[config.mk]
export PLATFORM = sky130hd
export DESIGN_NAME = serial_adder
export DESIGN_NICKNAME = d
export VERILOG_FILES = /design/src/rtl/serial_adder.sv
export SDC_FILE = /design/constraint.sdc
export NUM_CORES = 1
export LEC_CHECK = 0
export CAP_MARGIN = 20
export CELL_PAD_IN_SITES_DETAIL_PLACEMENT = 0
export CELL_PAD_IN_SITES_GLOBAL_PLACEMENT = 2
export CORE_MARGIN = 5
export CORE_UTILIZATION = 29
export DETAILED_ROUTE_END_ITERATION = 7
export PLACE_DENSITY = 0.72
export RECOVER_POWER = 100
export SLEW_MARGIN = 10
export SYNTH_ARGS = -nofsm -noshare
export SYNTH_HDL_FRONTEND = slang
export SYNTH_SLANG_ARGS = --single-unit
[constraint.sdc]
create_clock -name clk -period 1.5 [get_ports clk]
set_input_delay 0.3 -clock clk [delete_from_list [all_inputs] [get_ports clk]]
set_output_delay 0.3 -clock clk [all_outputs]
set_load 0.1 [all_outputs]
[src/rtl/serial_adder.sv]
// Digit-serial adder/subtractor: DIGIT bits per clock, LSB digit first.
// Result, carry-out and signed overflow are registered and held between operations.
module serial_adder #(
   parameter int WIDTH = 8,
   parameter int DIGIT = 1
) (
   input  logic             clk,
   input  logic             rst,
   input  logic             start,
   input  logic             sub,
   input  logic [WIDTH-1:0] a,
   input  logic [WIDTH-1:0] b,
   output logic             busy,
   output logic             done,
   output logic [WIDTH-1:0] sum,
   output logic             carry,
   output logic             overflow
);

   localparam int N  = WIDTH / DIGIT;
   localparam int CW = (N > 1) ? $clog2(N) : 1;
   localparam int DW = DIGIT + 1;

   generate
      if (WIDTH < 2 || DIGIT < 1 || (WIDTH % DIGIT) != 0) begin : g_bad_params
         $error("serial_adder: need WIDTH >= 2, DIGIT >= 1, WIDTH %% DIGIT == 0");
      end
   endgenerate

   typedef enum logic [1:0] {S_IDLE, S_RUN, S_DONE} state_t;

   state_t           r_state;
   state_t           w_next;
   logic [WIDTH-1:0] r_a;
   logic [WIDTH-1:0] r_b;
   logic [WIDTH-1:0] r_acc;
   logic             r_c;
   logic             r_amsb;
   logic             r_bmsb;
   logic [CW-1:0]    r_cnt;
   logic [DW-1:0]    w_dsum;
   logic [WIDTH-1:0] w_acc_nxt;
   logic             w_last;

   always_ff @(posedge clk or posedge rst) begin
      if (rst) r_state <= S_IDLE;
      else     r_state <= w_next;
   end

   always_comb begin
      w_next = r_state;
      case (r_state)
         S_IDLE:  if (start) w_next = S_RUN;
         S_RUN:   if (w_last) w_next = S_DONE;
         S_DONE:  w_next = S_IDLE;
         default: w_next = S_IDLE;
      endcase
   end

   always_comb begin
      busy = (r_state != S_IDLE);
      done = (r_state == S_DONE);
   end

   // Operands shift right so the active digit always sits in the low bits;
   // the result digit enters the accumulator from the top.
   assign w_dsum    = {1'b0, r_a[DIGIT-1:0]} + {1'b0, r_b[DIGIT-1:0]} + DW'(r_c);
   assign w_acc_nxt = (r_acc >> DIGIT) | (WIDTH'(w_dsum[DIGIT-1:0]) << (WIDTH - DIGIT));
   assign w_last    = (r_cnt == CW'(N - 1));

   always_ff @(posedge clk or posedge rst) begin
      if (rst) begin
         r_a      <= '0;
         r_b      <= '0;
         r_acc    <= '0;
         r_c      <= 1'b0;
         r_amsb   <= 1'b0;
         r_bmsb   <= 1'b0;
         r_cnt    <= '0;
         sum      <= '0;
         carry    <= 1'b0;
         overflow <= 1'b0;
      end else if (r_state == S_IDLE && start) begin
         // Subtraction is a + ~b + 1: the +1 rides in as the initial carry.
         r_a    <= a;
         r_b    <= sub ? ~b : b;
         r_c    <= sub;
         r_amsb <= a[WIDTH-1];
         r_bmsb <= sub ? ~b[WIDTH-1] : b[WIDTH-1];
         r_cnt  <= '0;
      end else if (r_state == S_RUN) begin
         r_a   <= r_a >> DIGIT;
         r_b   <= r_b >> DIGIT;
         r_c   <= w_dsum[DIGIT];
         r_acc <= w_acc_nxt;
         r_cnt <= r_cnt + 1'b1;
         if (w_last) begin
            sum      <= w_acc_nxt;
            carry    <= w_dsum[DIGIT];
            overflow <= (r_amsb == r_bmsb) && (w_acc_nxt[WIDTH-1] != r_amsb);
         end
      end
   end

endmodule

==> summary.md, run 1 <==
| Metric | Value |
|---|---|
| Status | finished, final reports clean |
| Most common cell after layout, fill and taps aside | nand2_1 |
| Hold Path Origin | r_acc[1] |
| Layout cell share with drive strength beyond 1 | 0.2329 |
| CP arrival | 1.65 ns |
| Critical path launch point type | flop |
| DP HPWL | 2604 um |
| Share of the yosys chip area belonging to registers | 0.5714 |
| Crit path kind | reg -> reg |
| Final antenna-violating net count | 0 |
| Largest net degree at the start of global routing | 42 |
| Peak supply drop | 1.128 mV |
| Vias in the first global route | 1520 |
| Die area | 0.007865 mm2 |
| Setup violations, final | 0 |
| Post-Synthesis Cell Area | 0.001795 mm2 |
| Crit path required time | 1.68 ns |
| Cells after Synth | 172 |
| Tmin final | 1.477 ns |
| Total wire length | 3995 um |
| Overflow after GRT | 0 |
| IO Count | 32 |
| RSZ-0062 raised after global routing | yes |
| Clk_skew | 0.01054 ns |
| Core box area | 0.005956 mm2 |
| Post-DR vias/cell | 4.690 |
| Delay-heaviest family, CP | flip-flops |
| TritonCTS Buffers | 5 |
| WP buf/inv | 1 |
| Crit-path cells | ha_2, ha_4, nand3b_1, buf_6, mux2_4 |
| CTS Hold Bufs | 0 |
| Setup_tns | 0 ns |
| All-layer global routing usage | 0.1149 |
| Starting Density | 0.3015 |
| # rows | 28 |
| Final Hold Vio Count | 0 |
| Post-synth cell types | 29 |
| Initial antenna violation count | 0 |
| Slew Limit Fails | 0 |
| Htree depth | 2 |
| Worst relative slew slack | 0.3809 |
| Max-Cap Viols | 0 |
| Worst-Margin Slew | 0.9287 ns |
| Final instance area | 0.002442 mm2 |
| Fillcell total | 602 |
| Worst setup path start | r_cnt[0] |
| Commonest non-fill, non-tap cells in the layout | 58 x nand2_1, 40 x dfrtp_1, 19 x clkdlybuf4s50_1, 11 x buf_4, 10 x clkbuf_4 |
| CTS sink count | 41 |
| Post-route total power | 5.567 mW |
| ANT cells | 0 |
| Worst-skew pair later-pin latency | 0.29 ns |
| Register area | 0.001027 mm2 |
| R2R Path Start | r_cnt[0] |
| DP Area | 0.002381 mm2 |
| Final hold slack | 0.4820 ns |
| RePlAce Congestion | 0.7035 |
| Drt pass-1 iters | 4 |
| Port bufs | 31 |
| Area of the multi-input gates | 747.0 um2 |
| Bufs on Longest Clock Path | 2 |
| Critical-path top delay cell | dfrtp_1 |
| Tcrit/Tclk final | 0.9848 |
| Root Driver | clkbuf_8 |
| Setup crit end kind | flop |
| Yosys warning count | 0 |
| Post-DR wirelength/cell | 13.59 um |
| Clock Pin Slew Worst Setup and Hold Paths | 0.07 ns |
| Routed via count | 1379 |
| Fin nets | 242 |
| CP peak stage delay | 0.39 ns |
| Die width | 88.69 um |
| Peak Freq | 0.6770 GHz |
| Crit-path max FO | 6 |
| Pleak | 1.198 nW |
| Syn nets | 195 |
| CTS tree | built |
| Mapped Avg Cell Area | 10.44 um2 |
| Number of synthesized register bits | 41 |
| Starting DRC count in detailed routing | 47 |
| Global-route wire length before repair | 6969 um |
| Power Dens Cells | 2280 mW/mm2 |
| DRC | 0 |
| Area growth syn-to-layout | 36.03% |
| DIE HEIGHT | 88.69 um |
| Tightest Hold Check Type | reg -> reg |
path summary, 6_finish.rpt:
| kind | to | slack, ns | cells past startpoint |
|---|---|---|---|
| setup / recovery | sum[1] | 0.02 | 5 |
| hold / removal | r_acc[1] | 0.48 | 2 |
| setup reg to reg | sum[1] | 0.02 | 5 |
| hold reg to reg | r_acc[1] | 0.48 | 2 |
| max in group asynchronous | r_state[0] | 0.25 | 3 |
| min in group asynchronous | sum[5] | 0.60 | 3 |
synthesized netlist by cell type:
library cell / number / area share
a21oi_1: 1 / 0.0028
a221o_1: 3 / 0.017
a22o_1: 1 / 0.0049
a22oi_1: 8 / 0.033
a31oi_1: 4 / 0.014
and3b_1: 1 / 0.0049
buf_2: 7 / 0.020
buf_4: 1 / 0.0042
buf_6: 1 / 0.0063
buf_8: 1 / 0.0084
clkbuf_2: 1 / 0.0028
dfrtp_1: 41 / 0.57
fa_1: 1 / 0.011
ha_1: 2 / 0.014
inv_1: 2 / 0.0042
mux2_2: 9 / 0.056
nand2_1: 58 / 0.12
nand2b_1: 1 / 0.0035
nand3_1: 3 / 0.0084
nand3b_1: 1 / 0.0042
nor2_1: 8 / 0.017
nor2b_1: 2 / 0.0070
nor3b_1: 1 / 0.0042
o21ai_0: 3 / 0.0084
o21bai_1: 1 / 0.0042
or2_2: 1 / 0.0035
or3b_1: 1 / 0.0049
xnor2_1: 3 / 0.015
xor2_1: 5 / 0.024
state kept, by name, indices dropped and copies added, names as in the netlist:
name      cells
r_c           1
r_cnt         3
r_a           8
sum           8
r_state       2
r_b           8
overflow      1
carry         1
r_bmsb        1
r_acc         7
r_amsb        1
metrics by stage:
step,setup WS (ns),std cells,util
2_1_floorplan,0.01314,172,-
3_3_place_gp,-0.1086,279,0.3998
3_5_place_dp,-0.1298,279,0.3998
4_1_cts,-0.02464,295,0.4391
5_1_grt,-0.01649,294,0.4101
6_report,0.02285,294,0.4101
where the power goes:
part	switching, mW	internal [mW]
combinational	1.86	1.07
clock	0.371	0.364
sequential	0.310	1.59
total	2.54	3.02
cell type report:
cell class,instances,share of cell area
Clock buffer,6,0.03381
Clock inverter,1,0.003074
Inverter,2,0.003074
Multi-Input combinational cell,118,0.3058
Sequential cell,41,0.4206
Tap cell,75,0.03842
Timing Repair Buffer,51,0.1952
worst register-to-register path, stage by stage, from the launching register on:
cell and delay (ns):
dfrtp_1 0.39, ha_2 0.20, ha_4 0.16, nand3b_1 0.13, buf_6 0.17, mux2_4 0.31
routing by layer:
| metal | GRT usage | vias to the layer above | share of wire |
|---|---|---|---|
| met3 | 0.03538 | 2 | 0.064 |
| met4 | 0.03984 | 0 | 0.0055 |
| met1 | 0.1429 | 688 | 0.43 |
| met5 | 0 | - | 0 |
| met2 | 0.1889 | 29 | 0.50 |
| li1 | - | 660 | - |
kinds of logic (layout without fill, tap and decap cells):
kind of cell             Yosys count  count (layout)  share of synthesized area
AND/OR/NAND/NOR                   77              77                     0.1784
flip-flops                        41              41                     0.5714
AO/OA/AOI/OAI                     21              21                    0.08432
buffers and inverters             13              60                    0.04529
multiplexers                       9               9                    0.05645
adder cells (fa/ha/maj)            3               3                    0.02509
XOR/XNOR                           8               8                    0.03903
repair_timing:
| item | CTS | global route |
|---|---|---|
| endpoints found under the setup margin | 10 | 11 |
| pin swaps | 2 | 1 |
| resized for setup | 16 | 4 |
| cloned | 1 | 0 |
| buffers inserted | 8 | 1 |
Power figures use the tool's default switching activity.
==> run 2, diff against run 1 <==
- CORE_ASPECT_RATIO: unset -> 0.8
==> run 2 against run 1 <==
  * Critical path depth unchanged
  * Sequential cell count unchanged
  * Worst hold slack improved by 0.0024 ns
  * Non-clock buffer count increased by 1
  * Power increased by 0.55%
  * Combinational power decreased by 2%
  * Die area increased by 0.12%
  * Clock power increased by 15%
  * Sequential power about the same
  * Global-route usage decreased by 0.18 points
  * Via count decreased by 3.8%
  * Maximum frequency decreased by 1.2%
  * Critical path type unchanged
  * Largest cell class unchanged
  * Largest power group unchanged
==> summary.md, run 2 (same netlist as run 1, synthesis figures left out) <==
| Metric | Value |
|---|---|
| Crit path kind | reg -> reg |
| Worst-Margin Slew | 0.9211 ns |
| DIE HEIGHT | 80.38 um |
| Fin nets | 243 |
| Final antenna-violating net count | 0 |
| Total wire length | 3962 um |
| Crit-path max FO | 6 |
| Area of the multi-input gates | 750.7 um2 |
| Setup crit end kind | flop |
| TritonCTS Buffers | 5 |
| PnR worst setup slack | 0.004217 ns |
| Bufs on Longest Clock Path | 2 |
| ANT cells | 0 |
| DP HPWL | 2606 um |
| CTS tree | built |
| Tightest Hold Check Type | reg -> reg |
| Layout cell share with drive strength beyond 1 | 0.2409 |
| Power Dens Cells | 2300 mW/mm2 |
| Clock Pin Slew Worst Setup and Hold Paths | 0.08 ns |
| RePlAce Congestion | 0.7387 |
| Crit path required time | 1.67 ns |
| DRC | 0 |
| Port bufs | 31 |
| Pleak | 1.202 nW |
| Critical path launch point type | flop |
| Setup violations, final | 0 |
| IO Count | 32 |
| Area growth syn-to-layout | 35.54% |
| Largest regs | r_a (8), r_b (8), sum (8) |
| Final core occ | 0.4073 |
| Core box area | 0.005974 mm2 |
| Starting Density | 0.3005 |
| Root Driver | clkbuf_8 |
| Slew Limit Fails | 0 |
| Drt pass-1 iters | 4 |
| All-layer global routing usage | 0.1132 |
| Register area | 0.001027 mm2 |
| Peak Freq | 0.6685 GHz |
| CTS sink count | 41 |
| Global-route wire length before repair | 7113 um |
| Fillcell total | 582 |
| Vias in the first global route | 1502 |
| Final Hold Vio Count | 0 |
| Max-Cap Viols | 0 |
| Clk_skew | 0.005347 ns |
| Starting DRC count in detailed routing | 36 |
| DP Worst Slack | -0.1317 ns |
| RSZ-0062 raised after global routing | yes |
| Post-DR wirelength/cell | 13.16 um |
| Tmin final | 1.496 ns |
| Most common cell after layout, fill and taps aside | nand2_1 |
| # rows | 25 |
| Largest net degree at the start of global routing | 42 |
| Overflow after GRT | 0 |
| Worst relative slew slack | 0.3860 |
| Worst-skew pair later-pin latency | 0.28 ns |
| Htree depth | 2 |
| Die width | 97.97 um |
| CP arrival | 1.66 ns |
| Tcrit/Tclk final | 0.9972 |
| Die area | 0.007875 mm2 |
| Initial antenna violation count | 0 |
| Commonest non-fill, non-tap cells in the layout | 58 x nand2_1, 40 x dfrtp_1, 19 x clkdlybuf4s50_1, 14 x buf_4 |
| Routed via count | 1326 |
| Post-DR vias/cell | 4.405 |
| Status | finished, final reports clean |
| Peak supply drop | 0.8014 mV |
| Final hold slack | 0.4845 ns |
## run 2: worst max-delay path, stage by stage (launching register included)
cell and delay (ns):
dfrtp_1 0.40, ha_2 0.21, ha_4 0.16, nand3b_1 0.14, buf_6 0.17, mux2_4 0.30
## run 2: routing by layer
metal | vias up | wire, um | track usage
met1 | 644 | 1981 | 0.1433
met3 | 4 | 164 | 0.03646
met4 | 0 | 38 | 0.03873
met2 | 19 | 1778 | 0.1827
li1 | 659 | - | -
met5 | - | 0 | 0
## run 2: final cells by class
class                           instances  area share
Clock buffer                            5     0.02828
Clock inverter                          2     0.01440
Inverter                                2    0.003085
Multi-Input combinational cell        118      0.3085
Sequential cell                        41      0.4221
Tap cell                               81     0.04165
Timing Repair Buffer                   52      0.1820
## run 2: per-stage QoR
| step | total power, mW | cell area (um2) | TNS, ns | std cells |
|---|---|---|---|---|
| floorplan | 3.914 | 1805 | 0 | 172 |
| global placement | 4.954 | 2391 | -2.221 | 287 |
| detailed placement | 5.017 | 2391 | -1.949 | 287 |
| CTS | 6.134 | 2631 | -0.2127 | 302 |
| global route | 6.053 | 2434 | -0.4015 | 301 |
| finish | 5.598 | 2434 | 0 | 301 |
## run 2: what timing repair did
item,CTS,global route
endpoints found under the setup margin,10,10
hold buffers,0,0
gates resized for setup,16,3
setup buffers,7,1
gates cloned,1,0
pin swaps,2,3
## run 2: worst paths after layout
path | endpoint | cells past startpoint | start | slack, ns
max in group asynchronous | r_state[0] | 3 | rst | 0.26
worst min-delay path | r_a[1] | 2 | r_a[1] | 0.48
worst min register to register | r_a[1] | 2 | r_a[1] | 0.48
worst max-delay path | sum[1] | 5 | r_cnt[0] | 0.004
min in group asynchronous | sum[4] | 3 | rst | 0.60
worst max register to register | sum[1] | 5 | r_cnt[0] | 0.004
## run 2: power by group
group / leakage [nW] / total (mW) / internal [mW] / switching [mW]
Sequential: 0.518 / 1.90 / 1.59 / 0.305
Clock: 0.0540 / 0.842 / 0.484 / 0.359
Combinational: 0.629 / 2.86 / 0.995 / 1.86
Total: 1.20 / 5.60 / 3.07 / 2.53
==> run 3, diff against run 2 <==
- ABC_AREA: unset -> 1
- CORE_UTILIZATION: 29 -> 28
- PLACE_DENSITY: 0.72 -> 0.73
==> run 3 against run 2 <==
  * Global-route usage is 1.0 points lower
  * Power decreased by 9.0%
  * First-iteration DRC count increased by 28%
  * Largest power group unchanged
  * Critical path depth unchanged
  * Critical endpoint is now overflow
  * Clock power fell by 22%
  * Synthesized cell count grew 33%
  * Maximum frequency increased by 7.2%
  * Design area decreased by 0.77%
  * Combinational power decreased by 9.8%
  * Critical path type unchanged
  * Clock skew rose by 0.0042 ns
  * Non-clock buffer count decreased by 12
==> summary.md, run 3 <==
| Metric | Value |
|---|---|
| Crit path kind | reg -> reg |
| Hold Crit Depth | 2 |
| Peak supply drop | 0.6879 mV |
| Crit-path max FO | 3 |
| PnR worst setup slack | 0.1053 ns |
| Largest regs | r_a (8), r_b (8), sum (8) |
| FFs w/ async S/R, synth | 1.000 |
| DP Worst Slack | 0.03107 ns |
| Reg2reg path depth | 5 |
| DP HPWL | 2863 um |
| Pleak | 1.235 nW |
| Hold Path Origin | r_cnt[1] |
| Core box area | 0.006824 mm2 |
| Tcrit/Tclk final | 0.9298 |
| Worst-Margin Slew | 0.4427 ns |
| Share of the yosys chip area belonging to registers | 0.5267 |
| Synth top area share | 0.5267 |
| Slew Limit Fails | 0 |
| Tmin final | 1.395 ns |
| Syn nets | 252 |
| Initial antenna violation count | 0 |
| Routed via count | 1433 |
| IO Count | 32 |
| RePlAce Congestion | 0.6925 |
| Peak Freq | 0.7170 GHz |
| Clk_skew | 0.009595 ns |
| Final instance area | 0.002415 mm2 |
| Cells after Synth | 229 |
| Setup violations, final | 0 |
| Register area | 0.001026 mm2 |
| Yosys warning count | 0 |
| R2R Path End | overflow |
| Critical path launch point type | flop |
| Most common cell after layout, fill and taps aside | nand2_1 |
| Clock Pin Slew Worst Setup and Hold Paths | 0.07 ns |
| TritonCTS Buffers | 5 |
| Overflow after GRT | 0 |
| Worst relative slew slack | 0.7046 |
| Number of synthesized flops with an enable pin | 0 |
| # rows | 27 |
| Count leader, synth | nand2_1 |
| Post-synth cell types | 24 |
| DRC | 0 |
| R2R Path Start | r_a[0] |
| Most used DFF post-synth | dfrtp_1 |
| Final Hold Vio Count | 0 |
| Starting DRC count in detailed routing | 46 |
| Drt pass-1 iters | 4 |
| Status | finished, final reports clean |
| Yosys top cell by area | dfrtp_1 |
| Post-route total power | 5.092 mW |
| CTS tree | built |
| Starting Density | 0.2855 |
| Largest net degree at the start of global routing | 42 |
| Global-route wire length before repair | 7010 um |
| Setup crit end kind | flop |
| Synth top area cells | dfrtp_1 53%, nand2_1 21%, nand3_1 4.4%, inv_1 3.7%, o21ai_2 3.1% |
| All-layer global routing usage | 0.1028 |
| Port bufs | 31 |
| Post-DR wirelength/cell | 11.36 um |
| DIE HEIGHT | 84.61 um |
| Fillcell total | 768 |
| CTS Hold Bufs | 0 |
| CTS sink count | 41 |
| Mapped Avg Cell Area | 8.507 um2 |
| CP arrival | 1.63 ns |
| Area growth syn-to-layout | 23.96% |
| RSZ-0062 raised after global routing | no |
| Final hold slack | 0.4768 ns |
| Die area | 0.008736 mm2 |
| Htree depth | 2 |
| ANT cells | 0 |
| Post-DR vias/cell | 4.048 |
| Total wire length | 4022 um |
| Top cells by count, synth | 110 x nand2_1, 41 x dfrtp_1, 19 x inv_1, 17 x nand3_1, 10 x o21ai_0 |
| Worst-skew pair later-pin latency | 0.29 ns |
| Bufs on Longest Clock Path | 2 |
| Commonest non-fill, non-tap cells in the layout | 111 x nand2_1, 41 x dfrtp_1, 19 x inv_1, 18 x clkdlybuf4s50_1, 17 x nand3_1 |
| Post-Synthesis Cell Area | 0.001948 mm2 |
| Max-Cap Viols | 0 |
| Tightest Hold Check Type | reg -> reg |
| Setup_tns | 0 ns |
| DP Area | 0.002522 mm2 |
| R2R Setup Slk | 0.11 ns |
| Crit path required time | 1.73 ns |
| Final antenna-violating net count | 0 |
| Root Driver | clkbuf_8 |
| Worst Hold End | r_cnt[1] |
| Number of synthesized register bits | 41 |
| Layout cell share with drive strength beyond 1 | 0.1311 |
| Die width | 103.3 um |
| Fin nets | 291 |
| Vias in the first global route | 1426 |
| Area of the multi-input gates | 725.7 um2 |
| Power Dens Cells | 2109 mW/mm2 |
run 3: changes by cell type in the layout (fill, tap and decap cells not counted), sizes merged, moves of 8 or more:
cell / previous run / this run
nand2: 58 / 114
inv: 2 / 22
o21ai: 3 / 19
buf: 22 / 8
nand3: 3 / 17
mux2: 9 / 0
a22oi: 8 / 0
run 3: per-layer routing:
metal,GRT usage,vias to the layer above,share of wire
li1,-,773,-
met5,0,-,0
met4,0.04235,0,0.0085
met2,0.1474,16,0.45
met1,0.1473,641,0.51
met3,0.02409,3,0.036
run 3: cell type report:
class,instances,share of cell area
multi-input combinational,158,0.3005
tap,87,0.04508
clock inverter,1,0.002073
inverter,22,0.03834
sequential,41,0.4249
clock buffer,5,0.02850
timing repair buffer,40,0.1606
run 3: cell families after synthesis:
| logic type | count (synthesis) | share of synthesized area |
|---|---|---|
| compound gates | 20 | 0.06616 |
| buf+inv | 30 | 0.08349 |
| simple gates | 134 | 0.2961 |
| fa+ha+maj | 3 | 0.02312 |
| flops | 41 | 0.5267 |
| xor+xnor | 1 | 0.004497 |
run 3: through the flow:
stage | util | cells
global placement | 0.3696 | 347
finish | 0.3539 | 354
detailed placement | 0.3696 | 347
CTS | 0.3806 | 353
floorplan | - | 229
global route | 0.3539 | 354
run 3: where the power goes:
part           internal, mW  switching (mW)
sequential             1.58           0.272
clock                 0.306           0.351
combinational         0.752            1.83
run 3: how the worst max path moves through the flow:
stage / depth (start not counted) / startpoint / to
2_1_floorplan: 2 / r_state[0] / done
6_report: 5 / r_a[0] / overflow
3_5_place_dp: 6 / start / r_b[3]
4_1_cts: 3 / r_state[0] / busy
5_1_grt: 5 / r_a[0] / overflow
3_3_place_gp: 6 / start / r_b[1]
run 3: worst max-delay path, cell delays in order, from the launching register on:
cell and delay (ns):
dfrtp_1 0.40, fa_1 0.58, inv_1 0.09, o21bai_1 0.13, nand3_1 0.09, nand2_1 0.06
run 3: what timing repair did:
| action | in CTS | in global routing |
|---|---|---|
| setup buffers | 0 | 1 |
| gates resized for setup | 1 | 0 |
| endpoints found under the setup margin | 2 | 1 |
| endpoints found under the hold margin | 0 | 0 |
